### src/rtl/jtframe_msg_pkg.sv
// Shared constants for the on-screen message renderer: tile phases and tile width.
// Latency: none (constants only).
// Backpressure: none; every stage in the renderer advances only on pxl_cen.
package jtframe_msg_pkg;

   localparam int TILE_W = 8;

   // Tile phase (hdump[2:0]) at which each fetch stage captures its inputs
   localparam logic [2:0] PH_SCAN = 3'd0;
   localparam logic [2:0] PH_CODE = 3'd1;
   localparam logic [2:0] PH_FONT = 3'd2;
   localparam logic [2:0] PH_ROW  = 3'd3;
   localparam logic [2:0] PH_LOAD = 3'd7;

endpackage

### src/rtl/jtframe_msg_shifter.sv
// Glyph row shifter: loads a font row at PH_LOAD, shifts MSB-first, gates with enable/blank.
// Latency: one pxl_cen from shift-register MSB to registered msg_pxl/msg_pal.
// Backpressure: none; holds all state while pxl_cen is low. Optional JTFRAME_MSG_SHADOW_EN adds msg_shadow.
module jtframe_msg_shifter
   import jtframe_msg_pkg::*;
(
   input  logic              clk,
   input  logic              rst,
   input  logic              pxl_cen,
   input  logic [2:0]        ph,
   input  logic [TILE_W-1:0] row,
   input  logic [3:0]        pal,
   input  logic              enable,
   input  logic              blank,
`ifdef JTFRAME_MSG_SHADOW_EN
   output logic              msg_shadow,
`endif
   output logic              msg_pxl,
   output logic [3:0]        msg_pal
);

   logic [TILE_W-1:0] sh;
   logic [3:0]        shpal;
   logic              show;
   logic              bit_now;

   assign show    = enable & ~blank;
   assign bit_now = sh[TILE_W-1];

   // Load the next tile's row on its last phase so pixel 0 is emitted at phase 0; otherwise shift
   always_ff @(posedge clk or posedge rst) begin
      if (rst) begin
         sh      <= '0;
         shpal   <= '0;
         msg_pxl <= 1'b0;
         msg_pal <= '0;
      end else if (pxl_cen) begin
         if (ph == PH_LOAD) begin
            sh    <= row;
            shpal <= pal;
         end else begin
            sh <= {sh[TILE_W-2:0], 1'b0};
         end
         msg_pxl <= bit_now & show;
         msg_pal <= (bit_now & show) ? shpal : 4'd0;
      end
   end

`ifdef JTFRAME_MSG_SHADOW_EN
   logic prev_bit;

   // Drop shadow one pixel right of a lit pixel; prev_bit follows the stream across tile boundaries
   always_ff @(posedge clk or posedge rst) begin
      if (rst) begin
         prev_bit   <= 1'b0;
         msg_shadow <= 1'b0;
      end else if (pxl_cen) begin
         prev_bit   <= bit_now;
         msg_shadow <= ~bit_now & prev_bit & show;
      end
   end
`endif

endmodule

### src/rtl/jtframe_msg_render.sv
// Message renderer: scans character memory, fetches a font row, and streams message pixels.
// Latency: a tile's pixels appear 8 pxl_cen after its scan address is issued (one tile ahead).
// Backpressure: none; all state holds while pxl_cen is low. Optional JTFRAME_MSG_SHADOW_EN adds msg_shadow.
module jtframe_msg_render
   import jtframe_msg_pkg::*;
#(
   parameter int SW    = 10,
   parameter int FONTW = 10
)(
   input  logic             clk,
   input  logic             rst,
   input  logic             pxl_cen,
   input  logic [8:0]       hdump,
   input  logic [8:0]       vdump,
   input  logic             blank,
   input  logic             enable,
   output logic [SW-1:0]    scan,
   input  logic [7:0]       msg_low,
   input  logic [7:0]       msg_high,
   output logic [FONTW-1:0] font_addr,
   input  logic [7:0]       font_data,
`ifdef JTFRAME_MSG_SHADOW_EN
   output logic             msg_shadow,
`endif
   output logic             msg_pxl,
   output logic [3:0]       msg_pal
);

   localparam int HW = SW / 2;

   logic [2:0]         ph;
   logic [HW-1:0]      col_next;
   logic [FONTW-4:0]   code_l;
   logic [3:0]         pal_l;
   logic [TILE_W-1:0]  row_l;
   // Stage-valid chain: a stage only captures once its predecessor has, so a
   // partial sequence after reset cannot push a bogus font row into the shifter
   logic               vld_scan;
   logic               vld_code;
   logic               vld_font;
   logic               unused_bits;

   assign ph          = hdump[2:0];
   assign col_next    = hdump[3 +: HW] + HW'(1);
   assign unused_bits = ^{hdump, vdump, msg_low, msg_high};

   // Fetch pipeline: each stage samples only at its own tile phase
   always_ff @(posedge clk or posedge rst) begin
      if (rst) begin
         scan      <= '0;
         code_l    <= '0;
         pal_l     <= '0;
         font_addr <= '0;
         row_l     <= '0;
         vld_scan  <= 1'b0;
         vld_code  <= 1'b0;
         vld_font  <= 1'b0;
      end else if (pxl_cen) begin
         case (ph)
            PH_SCAN: begin
               scan     <= SW'({vdump[3 +: HW], col_next});
               vld_scan <= 1'b1;
            end
            PH_CODE: if (vld_scan) begin
               code_l   <= msg_low[FONTW-4:0];
               pal_l    <= msg_high[3:0];
               vld_code <= 1'b1;
            end
            PH_FONT: if (vld_code) begin
               font_addr <= {code_l, vdump[2:0]};
               vld_font  <= 1'b1;
            end
            PH_ROW: if (vld_font) begin
               row_l <= font_data;
            end
            default: ;
         endcase
      end
   end

   jtframe_msg_shifter u_shifter (
      .clk        (clk),
      .rst        (rst),
      .pxl_cen    (pxl_cen),
      .ph         (ph),
      .row        (row_l),
      .pal        (pal_l),
      .enable     (enable),
      .blank      (blank),
`ifdef JTFRAME_MSG_SHADOW_EN
      .msg_shadow (msg_shadow),
`endif
      .msg_pxl    (msg_pxl),
      .msg_pal    (msg_pal)
   );

endmodule

### config.mk
export PLATFORM = sky130hd
export DESIGN_NAME = jtframe_msg_render
export DESIGN_NICKNAME = d
export VERILOG_FILES = /design/src/rtl/jtframe_msg_pkg.sv /design/src/rtl/jtframe_msg_shifter.sv /design/src/rtl/jtframe_msg_render.sv
export SDC_FILE = /design/constraint.sdc
export NUM_CORES = 1
export LEC_CHECK = 0
export BUFFER_PORTS_ARGS = -buffer_cell sky130_fd_sc_hd__buf_2
export CAP_MARGIN = 10
export CORE_ASPECT_RATIO = 1.4
export CORE_MARGIN = 10
export CORE_UTILIZATION = 40
export DETAILED_ROUTE_END_ITERATION = 6
export GPL_TIMING_DRIVEN = 0
export SYNTH_ARGS = -nofsm -noshare
export SYNTH_HDL_FRONTEND = slang
export SYNTH_SLANG_ARGS = --single-unit
export TNS_END_PERCENT = 30
### constraint.sdc
create_clock -name clk -period 2 [get_ports clk]
set_input_delay 0.4 -clock clk [delete_from_list [all_inputs] [get_ports clk]]
set_output_delay 0.4 -clock clk [all_outputs]
set_load 0.01 [all_outputs]
==> results.cfg <==
[status]
status = finished, final reports clean

[worst_setup_path]
rr_worst_depth = 3
r2r-start = vld_code
required_ns = 2.20
critPathBufInv = 2
path_delay_family = simple AND/OR/NAND/NOR gates
endpoint_kind = register
critPathMaxStageDelay_ns = 0.46
crit_fanout = 10
crit_type = in2reg
crit_path_cell_trace = buf_2 -> nor4b_4 -> buf_6 -> mux2_2
worst_setup_path_start_kind = input port
worstPathArrival_ns = 1.56
r2r_slack_ns = 0.74
crit_slowest_cell = nor4b_4
worstReg2RegEnd = font_addr[6]

[synth]
synth.net_count = 216
syn_inst = 168
netlist_area_mm2 = 0.00239
synth_flop_cell = dfrtp_1
yosys-top-cells-count = dfrtp_1, mux2_2, a21oi_1, nor2_1, mux2_4
yosysSeqAreaShare_pct = 61.8
ys_types = 27
yosysMostFrequentCell = dfrtp_1
synth-edff-count = 0
synth_top_cell_area_share_pct = 61.8
synth_warnings = 0
ys_top_cells_by_area = dfrtp_1, mux2_2, mux2_4
async_reset_ff_share_pct = 100
synth-seq-cells = 59
synth.largest_area_cell = dfrtp_1
syn_avg_cell_area_um2 = 14.2

[power]
power_switching_mw = 0.854
p_comb_share_pct = 19.9
p_per_area_mw_per_mm2 = 1130
p_clk_share_pct = 30.9
power_leakage_nw = 1.53
power_frac_seq_pct = 49.2
peakVddDrop_uv = 646
switching_share_pct = 25.2
p_int_mw = 2.54
power_mw = 3.39

[die]
die_h_um = 111
dieWidth_um = 85.3
std_cell_rows = 33
core_area_mm2 = 0.00582
start_util_pct = 41.0
pin_count = 72
dieArea_mm2 = 0.00951

[placement]
place.port_buffers = 64
place_congestion = 0.743
pre_cts_ws_ns = 0.295
dpl.hpwl_um = 3620
numPlacedInstances = 303

[sta]
rsz0062_at_grt = false
tightest_slew_ns = 0.495
skew_ns = 0.00810
fin_crit_sh_pct = 67.5
relSlewSlack_pct = 67.0
fmax_mhz = 741
setup_viol = 0
maxSlewViolCount = 0
hold_violations = 0
min_period_ns = 1.35
fin_ws_ns = 0.650
hold_ws_ns = 0.0568

[global_route]
grt_max_degree = 43
antenna_found_initial = 0
gr-total-overflow = 0
grt_usage_pct = 10.6
grt_pass1_vias = 1682
grt_pass1_wl_um = 8080

[cts]
path_clk_slew_ns = 0.06
cts_root_buf = clkbuf_8
cts_max_level = 3
cts_inserted_buffers = 9
worst_skew_pair.late_latency_ns = 0.33
post_cts_resized = 0
post-cts-setup-buffers = 0
hold_buffers = 0
cts_tree = yes
clockBufferDepth = 2
cts.sinks = 59

[finish]
n_antenna_cell = 0
seqCellArea_mm2 = 0.00148
multiInputGateArea_um2 = 857
drive_above_1_share_pct = 51.2
area_delta_synth_final_pct = 26.0
fin_cells = 318
fillers = 523
final_nets = 292

[routing]
drc = 0
vias_per_cell = 4.81
wl_um = 4780
vias = 1529
drt-initial-drc-count = 72
dr.pass1.iters = 6
ant_nets = 0
routedWlPerCell_um = 15.0

[worst_hold_path]
min_path_type = in2async

[job]
cap_violations = 0
==> flip-flops by register name, indices dropped and copies added (netlist names), 4 cells and up <==
signal	count
font_addr	10
scan	10
row_l	8
u_shifter.sh	8
code_l	7
pal_l	4
u_shifter.msg_pal	4
u_shifter.shpal	4
==> worst max path at each step <==
stage                     cells past startpoint      from        end
after detailed placement                      4  hdump[1]    scan[1]
after CTS                                     4  hdump[1]    scan[5]
final                                         4  hdump[1]    scan[5]
after floorplan                               1       rst  code_l[0]
after global routing                          4  hdump[1]    scan[5]
after global placement                        2       rst   row_l[4]
==> routing by layer <==
| metal | track usage (%) | part of all wire (%) |
|---|---|---|
| met5 | 0 | 0 |
| met4 | 4.96 | 1.4 |
| met2 | 15.6 | 47 |
| met1 | 12.0 | 42 |
| met3 | 6.05 | 9.6 |
==> power groups by stage <==
stage               Combinational, mW  Sequential [mW]  Clock [mW]
floorplan                       0.373             1.72           0
global placement                0.680             1.68           0
detailed placement              0.696             1.69           0
CTS                             0.697             1.67        1.09
global route                    0.752             1.71        1.14
finish                          0.676             1.67        1.05
==> through the flow <==
stage	TNS (ns)	util, %	area, um2
after floorplan	0	-	2390
after global placement	-37.60	48.0	2800
after detailed placement	0	48.4	2820
after CTS	0	51.7	3010
after global routing	0	51.7	3010
final	0	51.7	3010
==> cell usage in the layout, fill, tap and decap left out, types with 3 or more instances in the layout <==
| cell type | synthesis | final |
|---|---|---|
| buf_2 | 2 | 66 |
| a22o_1 | 4 | 4 |
| nand2_1 | 7 | 7 |
| a21oi_1 | 17 | 17 |
| nor2_1 | 11 | 11 |
| nand3_1 | 3 | 3 |
| inv_1 | 4 | 3 |
| mux2_2 | 30 | 30 |
| clkbuf_1 | 2 | 4 |
| mux2_4 | 9 | 9 |
| dfrtp_1 | 59 | 59 |
| clkbuf_8 | 0 | 11 |
==> area by class of cell <==
cell class	count	share of cell area (%)
sequential	59	49.0
tap	70	2.91
inverter	4	0.499
clock buffer	13	5.28
clock inverter	2	1.16
timing repair buffer	65	11.3
buffer	6	1.33
multi-input combinational	99	28.5
==> cell families after synthesis <==
kind of cell | count (synthesis) | synth area share (%)
simple gates | 32 | 8.33
compound gates | 23 | 5.71
buf+inv | 10 | 2.30
fa+ha+maj | 1 | 0.524
mux | 40 | 20.2
xor+xnor | 3 | 1.10
flops | 59 | 61.8
Power figures use the tool's default switching activity.
